===== config.mk =====
export PLATFORM = sky130hd
export DESIGN_NAME = freq_meas_sequencer
export DESIGN_NICKNAME = d
export VERILOG_FILES = /design/src/rtl/freq_meas_sequencer.sv
export SDC_FILE = /design/constraint.sdc
export NUM_CORES = 1
export LEC_CHECK = 0
export ABC_AREA = 1
export CORE_MARGIN = 5
export CORE_UTILIZATION = 34
export DETAILED_ROUTE_END_ITERATION = 16
export DONT_BUFFER_PORTS = 1
export PLACE_DENSITY = 0.48
export SLEW_MARGIN = 20
export SYNTH_ARGS = -nofsm -noshare
export SYNTH_HDL_FRONTEND = slang
export SYNTH_SLANG_ARGS = --single-unit

===== constraint.sdc =====
create_clock -name Clk -period 3.4 [get_ports Clk]
set_clock_uncertainty 0.1 [all_clocks]
set_input_delay 0.85 -clock Clk [delete_from_list [all_inputs] [get_ports Clk]]
set_output_delay 0.85 -clock Clk [all_outputs]
set_load 0.01 [all_outputs]

===== src/rtl/freq_meas_sequencer.sv =====
// Sequences a single shared frequency counter across NUM_CH mux-selected signals:
// select, settle with counter cleared, gate for GATE_CYCLES, then capture and report.
module freq_meas_sequencer #(
    parameter int NUM_CH        = 4,
    parameter int CH_W          = 2,
    parameter int CNT_W         = 32,
    parameter int GATE_CYCLES   = 100000000,
    parameter int SETTLE_CYCLES = 2
) (
    input  logic              Clk,
    input  logic              Rst,
    input  logic              Start,
    input  logic              Stop,
    input  logic              Continuous,
    input  logic [NUM_CH-1:0] ChanMask,
    output logic [CH_W-1:0]   SigSel,
    output logic              CntClr,
    output logic              CntEn,
    input  logic [CNT_W-1:0]  CntVal,
    output logic              Busy,
    output logic              ResultValid,
    output logic [CH_W-1:0]   ResultChan,
    output logic [CNT_W-1:0]  ResultFreq
);

    typedef enum logic [2:0] {
        IDLE    = 3'd0,
        SELECT  = 3'd1,
        SETTLE  = 3'd2,
        GATE    = 3'd3,
        CAPTURE = 3'd4
    } state_t;

    state_t              state_r;
    logic [NUM_CH-1:0]   mask_r;
    logic [31:0]         timer_r;
    logic                low_found_s;
    logic [CH_W-1:0]     low_ch_s;
    logic                next_found_s;
    logic [CH_W-1:0]     next_ch_s;

    // Channel search: lowest set bit of the live mask, next set bit above SigSel in the latched mask
    always_comb begin
        low_found_s  = 1'b0;
        low_ch_s     = {CH_W{1'b0}};
        next_found_s = 1'b0;
        next_ch_s    = {CH_W{1'b0}};
        for (int i = NUM_CH - 1; i >= 0; i--) begin
            low_found_s  = ChanMask[i] ? 1'b1 : low_found_s;
            low_ch_s     = ChanMask[i] ? CH_W'(i) : low_ch_s;
            next_found_s = (mask_r[i] && (i > int'(SigSel))) ? 1'b1 : next_found_s;
            next_ch_s    = (mask_r[i] && (i > int'(SigSel))) ? CH_W'(i) : next_ch_s;
        end
    end

    // Sequencer state machine with all outputs registered
    always_ff @(posedge Clk) begin
        if (Rst) begin
            state_r     <= IDLE;
            mask_r      <= {NUM_CH{1'b0}};
            timer_r     <= 32'd0;
            SigSel      <= {CH_W{1'b0}};
            CntClr      <= 1'b1;
            CntEn       <= 1'b0;
            Busy        <= 1'b0;
            ResultValid <= 1'b0;
            ResultChan  <= {CH_W{1'b0}};
            ResultFreq  <= {CNT_W{1'b0}};
        end else begin
            ResultValid <= 1'b0;
            if (Stop) begin
                state_r <= IDLE;
                CntClr  <= 1'b1;
                CntEn   <= 1'b0;
                Busy    <= 1'b0;
            end else begin
                case (state_r)
                    IDLE: begin
                        CntClr <= 1'b1;
                        CntEn  <= 1'b0;
                        if (Start && low_found_s) begin
                            mask_r  <= ChanMask;
                            SigSel  <= low_ch_s;
                            Busy    <= 1'b1;
                            state_r <= SELECT;
                        end else begin
                            Busy <= 1'b0;
                        end
                    end
                    SELECT: begin
                        CntClr  <= 1'b1;
                        CntEn   <= 1'b0;
                        timer_r <= 32'(SETTLE_CYCLES - 1);
                        state_r <= SETTLE;
                    end
                    SETTLE: begin
                        if (timer_r == 32'd0) begin
                            CntClr  <= 1'b0;
                            CntEn   <= 1'b1;
                            timer_r <= 32'(GATE_CYCLES - 1);
                            state_r <= GATE;
                        end else begin
                            timer_r <= timer_r - 32'd1;
                        end
                    end
                    GATE: begin
                        if (timer_r == 32'd0) begin
                            CntEn   <= 1'b0;
                            state_r <= CAPTURE;
                        end else begin
                            timer_r <= timer_r - 32'd1;
                        end
                    end
                    CAPTURE: begin
                        ResultFreq  <= CntVal;
                        ResultChan  <= SigSel;
                        ResultValid <= 1'b1;
                        CntClr      <= 1'b1;
                        CntEn       <= 1'b0;
                        if (next_found_s) begin
                            SigSel  <= next_ch_s;
                            state_r <= SELECT;
                        end else if (Continuous && low_found_s) begin
                            // Continuous sweeps pick up the mask as it stands now
                            mask_r  <= ChanMask;
                            SigSel  <= low_ch_s;
                            state_r <= SELECT;
                        end else begin
                            Busy    <= 1'b0;
                            state_r <= IDLE;
                        end
                    end
                    default: begin
                        state_r <= IDLE;
                        CntClr  <= 1'b1;
                        CntEn   <= 1'b0;
                        Busy    <= 1'b0;
                    end
                endcase
            end
        end
    end

endmodule


==> impl_metrics.yaml, run 1 <==
critical_path:
  timing.critical_path.fanout_max: 13
  endpoint_kind: "flop"
  r2r.worst_path.cells: 12
  cp_common_cell: "sky130_fd_sc_hd__nand2_1"
  max_stage_delay_ns: 0.57
  path_class: "flop to flop"
  startpoint: "timer_r[0]$_SDFFE_PP0P_"
  critical_path.startpoint_type: "flop"
  worst_path_max_delay_cell: "sky130_fd_sc_hd__nor2_2"
  cp_cell_instances: "inv_1, ha_1, inv_1, nor2_1, nand2_1, nor2_1, nand2_1, nor2_2, nand2_1, nand3_1, nand2_1, a21oi_1"
  worst_setup_path_endpoint: "timer_r[23]$_SDFFE_PP0P_"
  timing.critical_path.required_ns: 3.57
  reg2reg_from: "timer_r[0]$_SDFFE_PP0P_"
  reg2reg_to: "timer_r[23]$_SDFFE_PP0P_"
  worstPathArrival_ns: 2.74
  setup.reg_to_reg.worst_slack_ns: 0.83
global_routing:
  grt_util_all_layers: 0.166
  grt_start_max_net_pins: 62
  grt.overflow.total: 0
  grt_pass1_vias: 3835
  wire_length_of_the_first_global_routing_pass_um: 19300
  number_of_antenna_violations_at_the_first_check_in_global_routing: 0
finish:
  final_net_count: 677
  fraction_of_layout_cells_with_a_size_suffix_above_1: 0.0752
  insertedDiodeCount: 0
  area_growth_pct: 8.03
timing:
  worstMarginPinSlew_ns: 1.03
  setup_tns_ns: 0
  setup_viol_count_final: 0
  max_freq_mhz: 389
  rsz0062_at_grt: "false"
  maxSlewViolCount: 0
  slew_headroom: 0.312
  finalHoldViolations: 0
  timing.final.crit_period_ns: 2.57
  layout_worst_path_cycle_share: 0.757
  final.hold.worst_slack_ns: 0.358
floorplan:
  die-area_sq_um: 14500
  num_rows: 40
  initial_cell_density_of_the_core: 0.346
  io_pins: 81
  die_w_um: 120
  floorplan.die.height_um: 120
  core_region_area_sq_um: 12000
synth:
  synthesis.nets: 689
  ys_ff_latch: 78
  main_combinational_cell_family_by_area_after_synthesis: "simple AND/OR/NAND/NOR gates"
  synth.largest_area_cell: "sky130_fd_sc_hd__dfxtp_1"
  muxShareOfSynthArea: 0
  synth-edff-count: 0
  synth_adder_area_share: 0.00604
  parity_gate_share_of_the_synthesized_area_counting_xor_and_xnor_cells: 0.0148
  synth_cells: 646
  syn_area_cell_sq_um: 6.41
  postSynth.asyncResetShare: 0
  synth_common_cells: "153 x sky130_fd_sc_hd__nand2_1, 117 x sky130_fd_sc_hd__nor2_1, 78 x sky130_fd_sc_hd__dfxtp_1, 74 x sky130_fd_sc_hd__a21oi_1, 73 x sky130_fd_sc_hd__nand3_1"
  yosysMostFrequentCell: "sky130_fd_sc_hd__nand2_1"
  netlist_top_cells_area: "sky130_fd_sc_hd__dfxtp_1 38%, sky130_fd_sc_hd__nand2_1 14%, sky130_fd_sc_hd__nor2_1 11%"
  synth-simple-area-share: 0.386
  synth_compound_area_frac: 0.129
  synthFlopType: "sky130_fd_sc_hd__dfxtp_1"
  netlist-cell-type-count: 33
  post-synth-top-area-fraction: 0.377
  ys_warn_count: 0
  ys_seq_area_frac: 0.377
  synth_area_sq_um: 4140
routing:
  ant_nets: 0
  residual_drc_count: 0
  drt_first_pass_iters: 5
  finalWirelength_um: 12000
  wire_length_per_cell_um: 15.3
  vias_per_cell: 5.08
  first_iter_violations: 237
  num_vias: 3988
clock_network:
  clk_tree_root_cell: "sky130_fd_sc_hd__clkbuf_16"
  cts.repair_timing.setup_buffer_count: 0
  clk_pin_slew_ns: 0.06
  tritoncts: "built"
  cts_max_level: 3
  clock_tree.buffer_depth: 2
  cts-resized-gates: 0
  insertion_delay_to_the_later_sink_of_the_worst_skew_pair_ns: 0.34
  cts_hold_buffers: 0
  clock_sinks: 78
  cts_buffers: 9
power_and_ir_drop:
  intPower_mw: 1.57
  power.combinational.fraction: 0.207
  psw_mw: 0.732
  cellPowerDensity_nw_per_um2: 513
  peakVddDrop_uv: 231
  switching_share: 0.319
  static_leakage_nw: 1.93
  seq_power_share: 0.413
  clock_power_share: 0.380
placement:
  detailed_place_hpwl_um: 8550
  place.gp.congestion: 0.919
  port-buffer-count: 0
run_status:
  result_of_the_run: "finished, final reports clean"
min_path:
  holdPathStages: 2
  worstHoldPathType: "flop to flop"
  min-delay-start: "timer_r[30]$_SDFFE_PP0P_"
run:
  cap_violations: 0
-- critical path, delay by kind of cell (launching register included) --
kind,cells,cell delay [ns]
AOI/OAI and AO/OA,1,0.12
and+or+nand+nor,8,1.57
DFF,1,0.30
adders and majority gates,1,0.21
buffers and inverters,2,0.21
-- flip-flops by register name, indices dropped and copies added, names as in the netlist --
signal	cells
mask_r	3
CntEn	1
state_r	3
ResultValid	1
ResultChan	2
SigSel	2
Busy	1
timer_r	32
CntClr	1
ResultFreq	32
-- worst min path at each step --
stage | to | slack (ns)
after floorplan | timer_r[30]$_SDFFE_PP0P_ | 0.34
after global placement | timer_r[30]$_SDFFE_PP0P_ | 0.36
after detailed placement | timer_r[30]$_SDFFE_PP0P_ | 0.35
after CTS | timer_r[30]$_SDFFE_PP0P_ | 0.36
after global routing | timer_r[30]$_SDFFE_PP0P_ | 0.38
final | timer_r[30]$_SDFFE_PP0P_ | 0.36
-- stage by stage --
step | setup slack (ns) | instance area, sq um | util | total power [mW] | cells
CTS | 0.870 | 4480 | 0.374 | 2.32 | 785
global placement | 0.924 | 4210 | 0.352 | 1.44 | 770
global route | 0.614 | 4480 | 0.374 | 2.43 | 785
floorplan | 1.49 | 4140 | - | 1.34 | 646
finish | 0.827 | 4480 | 0.374 | 2.30 | 785
detailed placement | 0.889 | 4210 | 0.352 | 1.44 | 770
-- cell usage in the layout (no fill, tap or decap), types with 4 or more instances in the layout --
master,n
sky130_fd_sc_hd__nand2_1,153
sky130_fd_sc_hd__nand4_1,5
sky130_fd_sc_hd__xor2_1,7
sky130_fd_sc_hd__dfxtp_1,78
sky130_fd_sc_hd__a21oi_1,74
sky130_fd_sc_hd__nor2_2,6
sky130_fd_sc_hd__o21ai_0,13
sky130_fd_sc_hd__clkbuf_16,9
sky130_fd_sc_hd__inv_2,12
sky130_fd_sc_hd__o21ai_1,4
sky130_fd_sc_hd__nand3_1,73
sky130_fd_sc_hd__nor3_1,4
sky130_fd_sc_hd__inv_1,48
sky130_fd_sc_hd__nor2_1,117
-- power groups by stage --
stage	Combinational, mW	Clock, mW	Sequential, mW
finish	0.475	0.874	0.949
global placement	0.465	0	0.970
CTS	0.470	0.904	0.949
floorplan	0.379	0	0.963
detailed placement	0.466	0	0.970
global route	0.535	0.943	0.952
-- cells by family (layout without fill, tap and decap cells) --
group / after synthesis / in the layout
and+or+nand+nor: 372 / 372
AOI/OAI and AO/OA: 101 / 101
buffers and inverters: 86 / 78
DFF: 78 / 78
xor gates and xnor gates: 7 / 7
adders and majority gates: 2 / 2
-- cell type report --
cell class                      count  area, sq um
Inverter                           60          225
Sequential cell                    78         1560
Multi-Input combinational cell    482         2220
Clock inverter                      6         38.8
Timing Repair Buffer                3         22.5
Clock buffer                        9          225
Fill cell                        1301         7490
Tap cell                          147          184
-- metal layers --
layer	share of wire	routed length, um	global-route usage	vias up
met2	0.47	5630	0.265	89
met4	0.016	192	0.0489	0
met5	0	0	0	-
met3	0.058	699	0.0477	17
met1	0.46	5460	0.217	1834
li1	-	-	-	2048
Power figures use the tool's default switching activity.
==> inputs of run 2 (changes only) <==
==> constraint.sdc (replaced) <==
create_clock -name Clk -period 2.5 [get_ports Clk]
set_clock_uncertainty 0.1 [all_clocks]
set_input_delay 0.625 -clock Clk [delete_from_list [all_inputs] [get_ports Clk]]
set_output_delay 0.625 -clock Clk [all_outputs]
set_load 0.01 [all_outputs]
==> run 2 against run 1 <==
Critical path depth decreased by 2. Count of clock-buffer cells in the layout up 1. Global-route usage is 0.47 points lower. Sequential share of layout area is 0.69 points lower. First-iteration DRC count rose by 11%. Maximum frequency increased by 25%. Final cell count up 0.51%.
==> impl_metrics.yaml, run 2 (synthesis results as in run 1) <==
run_status:
  result_of_the_run: "finished, final reports clean"
clock_network:
  clk_pin_slew_ns: 0.07
  cts.repair_timing.setup_buffer_count: 0
  clock_tree.buffer_depth: 2
  cts_max_level: 3
  tritoncts: "built"
  clock_sinks: 78
  cts_buffers: 9
  cts-resized-gates: 0
  cts_hold_buffers: 0
  clk_tree_root_cell: "sky130_fd_sc_hd__clkbuf_16"
  insertion_delay_to_the_later_sink_of_the_worst_skew_pair_ns: 0.34
routing:
  first_iter_violations: 262
  finalWirelength_um: 11800
  num_vias: 3967
  ant_nets: 0
  residual_drc_count: 0
  wire_length_per_cell_um: 14.9
  vias_per_cell: 5.03
  drt_first_pass_iters: 5
run:
  cap_violations: 0
global_routing:
  grt_start_max_net_pins: 62
  grt.overflow.total: 0
  number_of_antenna_violations_at_the_first_check_in_global_routing: 0
  wire_length_of_the_first_global_routing_pass_um: 18900
  grt_pass1_vias: 3758
  grt_util_all_layers: 0.161
critical_path:
  timing.critical_path.required_ns: 2.64
  cp_cell_instances: "nor2_1, nand2_1, nor2_1, nand2_2, inv_2, nand3_4, nand3_2, nor2_1, nor2_1, nor2_1"
  path_class: "flop to flop"
  worstPathArrival_ns: 2.20
  endpoint_kind: "flop"
  cp_common_cell: "sky130_fd_sc_hd__nor2_1"
  timing.critical_path.fanout_max: 23
  worst_path_max_delay_cell: "sky130_fd_sc_hd__dfxtp_1"
  reg2reg_from: "timer_r[17]$_SDFFE_PP0P_"
  startpoint: "timer_r[17]$_SDFFE_PP0P_"
  critical_path.startpoint_type: "flop"
  max_stage_delay_ns: 0.35
finish:
  insertedDiodeCount: 0
  commonest_cells_after_routing_fill_and_taps_aside: "153 x sky130_fd_sc_hd__nand2_1, 117 x sky130_fd_sc_hd__nor2_1, 78 x sky130_fd_sc_hd__dfxtp_1, 74 x sky130_fd_sc_hd__a21oi_1, 73 x sky130_fd_sc_hd__nand3_1"
  fraction_of_layout_cells_with_a_size_suffix_above_1: 0.0810
  final_common_cell: "sky130_fd_sc_hd__nand2_1"
  biggestRegsByFlops: "ResultFreq x32, timer_r x32"
  finalCoreUtilization: 0.382
  final_net_count: 680
  area_growth_pct: 10.2
  design_area_sq_um: 4570
placement:
  place.gp.congestion: 0.837
  post_dp_cell_area_sq_um: 4230
  port-buffer-count: 0
  detailed_place_hpwl_um: 8560
timing:
  setup_tns_ns: 0
  slew_headroom: 0.699
  setup_viol_count_final: 0
  max_freq_mhz: 486
  timing.final.crit_period_ns: 2.06
  layout_worst_path_cycle_share: 0.824
  finalHoldViolations: 0
  maxSlewViolCount: 0
  final.hold.worst_slack_ns: 0.256
  rsz0062_at_grt: "false"
  worstMarginPinSlew_ns: 0.451
min_path:
  worstHoldPathType: "primary input to flop"
  min-delay-start: "Rst"
power_and_ir_drop:
  cellPowerDensity_nw_per_um2: 743
  static_leakage_nw: 1.97
  peakVddDrop_uv: 338
  total_power_mw: 3.39
floorplan:
  die_w_um: 120
  floorplan.die.height_um: 120
  io_pins: 81
  initial_cell_density_of_the_core: 0.346
  num_rows: 40
  die-area_sq_um: 14500
  core_region_area_sq_um: 12000
run 2: cell types whose count changed in the layout (fill, tap and decap cells not counted):
cell / change
sky130_fd_sc_hd__clkinv_2: -3
sky130_fd_sc_hd__clkinv_4: +1
sky130_fd_sc_hd__clkbuf_8: +1
sky130_fd_sc_hd__buf_4: +3
sky130_fd_sc_hd__bufinv_16: +2
run 2: cell type report:
| cell class | count | area [sq um] |
|---|---|---|
| Fill cell | 1254 | 7400 |
| Multi-Input combinational cell | 482 | 2220 |
| Sequential cell | 78 | 1560 |
| Clock buffer | 10 | 239 |
| Inverter | 60 | 225 |
| Tap cell | 147 | 184 |
| Clock inverter | 6 | 92.6 |
| Timing Repair Buffer | 6 | 45.0 |
run 2: per-stage QoR:
stage | instances | setup WS (ns)
final | 789 | 0.441
after detailed placement | 773 | 0.451
after global routing | 789 | 0.209
after floorplan | 646 | 0.819
after global placement | 773 | 0.469
after CTS | 789 | 0.434
run 2: path summary, 6_finish.rpt:
kind | depth (start not counted) | slack [ns] | to
worst min register to register | 2 | 0.37 | timer_r[30]$_SDFFE_PP0P_
worst min-delay path | 1 | 0.26 | timer_r[2]$_SDFFE_PP0P_
worst max register to register | 10 | 0.44 | timer_r[16]$_SDFFE_PP0P_
worst max-delay path | 10 | 0.44 | timer_r[16]$_SDFFE_PP0P_
run 2: routing by layer:
metal  vias up  track usage  wire length [um]
li1       2061            -                 -
met1      1809        0.213              5430
met2        88        0.259              5640
met3         9       0.0393               601
met4         0       0.0496               105
met5         -            0                 0
run 2: report_power, final:
group / switching, mW / internal (mW) / total, mW
logic: 0.440 / 0.209 / 0.649
registers: 0.0233 / 1.27 / 1.29
clock network: 0.546 / 0.907 / 1.45
total: 1.01 / 2.38 / 3.39
run 2: critical path: cells and delay by family, from the launching register on:
family	cells	cell delay, ns
and+or+nand+nor	9	1.39
buffers and inverters	1	0.10
DFF	1	0.35
==> inputs of run 3 (changes only) <==
==> constraint.sdc (replaced) <==
create_clock -name Clk -period 2 [get_ports Clk]
set_clock_uncertainty 0.1 [all_clocks]
set_input_delay 0.5 -clock Clk [delete_from_list [all_inputs] [get_ports Clk]]
set_output_delay 0.5 -clock Clk [all_outputs]
set_load 0.01 [all_outputs]
==> run 3 against run 2 <==
Critical path depth stayed put. Worst setup slack worse by 0.28 ns. Via count is 3.0% higher. Combinational power is 44% higher. Register-to-register slack worse by 0.28 ns. Final area is 4.8% higher. Critical endpoint is now timer_r[24]$_SDFFE_PP0P_. Sequential cell count stayed put. Sequential power is 25% higher. Largest power group is now sequential cells.
==> impl_metrics.yaml, run 3 (synthesis results as in run 1) <==
timing:
  layout_worst_path_cycle_share: 0.919
  setup_tns_ns: 0
  max_freq_mhz: 544
  rsz0062_at_grt: "false"
  maxSlewViolCount: 0
  setup_viol_count_final: 0
  timing.final.crit_period_ns: 1.84
  slew_headroom: 0.713
  finalHoldViolations: 0
  worstMarginPinSlew_ns: 0.428
clock_network:
  clk_pin_slew_ns: 0.06
  clock_tree.buffer_depth: 2
  clk_tree_root_cell: "sky130_fd_sc_hd__clkbuf_16"
  cts_buffers: 9
  cts_max_level: 3
  clock_sinks: 78
  tritoncts: "built"
  insertion_delay_to_the_later_sink_of_the_worst_skew_pair_ns: 0.34
finish:
  biggestRegsByFlops: "ResultFreq x32, timer_r x32"
  commonest_cells_after_routing_fill_and_taps_aside: "150 x sky130_fd_sc_hd__nand2_1, 107 x sky130_fd_sc_hd__nor2_1, 78 x sky130_fd_sc_hd__dfxtp_1, 74 x sky130_fd_sc_hd__a21oi_1, 71 x sky130_fd_sc_hd__nand3_1"
  final_net_count: 703
  nFillCells: 1285
  insertedDiodeCount: 0
  final_common_cell: "sky130_fd_sc_hd__nand2_1"
  area_growth_pct: 15.5
  fraction_of_layout_cells_with_a_size_suffix_above_1: 0.137
routing:
  ant_nets: 0
  vias_per_cell: 5.04
  routed.top_layer: "met4"
  drt_first_pass_iters: 5
  route.met3.wl_um: 704
  wire_length_per_cell_um: 15.3
  met1_length_um: 5590
  num_vias: 4087
  residual_drc_count: 0
  finalWirelength_um: 12400
  first_iter_violations: 249
  routed-wl-met2_um: 5820
min_path:
  worstHoldPathType: "primary input to flop"
  min-delay-start: "Rst"
global_routing:
  grt_pass1_vias: 3760
  grt.overflow.total: 0
  number_of_antenna_violations_at_the_first_check_in_global_routing: 0
  grt_util_all_layers: 0.168
  grt_start_max_net_pins: 62
  wire_length_of_the_first_global_routing_pass_um: 19300
critical_path:
  path_class: "flop to flop"
  critical_path.startpoint_type: "flop"
  endpoint_kind: "flop"
  reg2reg_from: "timer_r[14]$_SDFFE_PP0P_"
  max_stage_delay_ns: 0.45
  cp_cell_instances: "nor2_4, nand2_2, nor2_4, nand2_2, inv_4, nand3_4, nand2_8, nor2_2, nand2_1, a21oi_2"
  worstPathArrival_ns: 2.02
  timing.critical_path.fanout_max: 6
  timing.critical_path.required_ns: 2.18
  worst_path_max_delay_cell: "sky130_fd_sc_hd__dfxtp_1"
  startpoint: "timer_r[14]$_SDFFE_PP0P_"
power_and_ir_drop:
  peakVddDrop_uv: 413
  static_leakage_nw: 2.09
  cellPowerDensity_nw_per_um2: 843
  total_power_mw: 4.03
floorplan:
  num_rows: 40
  core_region_area_sq_um: 12000
  io_pins: 81
  initial_cell_density_of_the_core: 0.346
  die-area_sq_um: 14500
  floorplan.die.height_um: 120
  die_w_um: 120
placement:
  port-buffer-count: 0
  detailed_place_hpwl_um: 9060
  place.gp.congestion: 0.903
run_status:
  result_of_the_run: "finished, final reports clean"
run:
  cap_violations: 0
## run 3: changes by cell type in the layout (fill, tap and decap cells not counted), sizes merged
cell,previous run,this run
clkinv,1,5
clkinvlp,2,1
bufinv,2,0
inv,61,60
clkbuf,10,9
buf,6,28
nand3,75,76
## run 3: report_power, final
group          total, mW  switching (mW)  internal [mW]
logic              0.933           0.605          0.328
clock network       1.49           0.660          0.830
registers           1.61          0.0264           1.58
total               4.03            1.29           2.74
## run 3: worst paths after layout
check	endpoint	slack [ns]	cells after the start
hold / removal	ResultFreq[9]$_SDFFE_PP0P_	0.13	1
hold reg to reg	timer_r[30]$_SDFFE_PP0P_	0.37	2
setup / recovery	timer_r[24]$_SDFFE_PP0P_	0.16	10
setup reg to reg	timer_r[24]$_SDFFE_PP0P_	0.16	10
## run 3: per-layer routing
metal / track usage / up-vias
li1: - / 2108
met1: 0.219 / 1859
met2: 0.265 / 103
met3: 0.0365 / 17
met4: 0.0758 / 0
met5: 0 / -
## run 3: final cells by class
cell class / instances / area (sq um) / area share
timing repair buffer: 28 / 234 / 0.0489
clock buffer: 9 / 225 / 0.0471
inverter: 60 / 228 / 0.0476
multi-input combinational: 483 / 2310 / 0.483
sequential: 78 / 1560 / 0.326
clock inverter: 6 / 40.0 / 0.00837
tap: 147 / 184 / 0.0384
## run 3: through the flow
step / utilization / setup slack [ns] / cell area (sq um) / hold WS, ns / std cells
5_1_grt: 0.400 / 0.00518 / 4780 / 0.121 / 811
4_1_cts: 0.387 / 0.0212 / 4620 / 0.118 / 803
2_1_floorplan: - / 0.339 / 4140 / 0.339 / 646
6_report: 0.400 / 0.163 / 4780 / 0.130 / 811
3_5_place_dp: 0.364 / 0.0322 / 4360 / 0.360 / 788
3_3_place_gp: 0.364 / 0.0265 / 4360 / 0.349 / 788
## run 3: critical path, delay by kind of cell, from the launching register on
family | cells | cell delay [ns]
AOI/OAI and AO/OA | 1 | 0.12
buffers and inverters | 1 | 0.07
DFF | 1 | 0.45
and+or+nand+nor | 8 | 1.03
## run 3: timing repair
action	4_1_cts	5_1_grt
buffers inserted	0	7
hold buffers	0	0
resized for setup	0	28
endpoints found under the setup margin	0	31
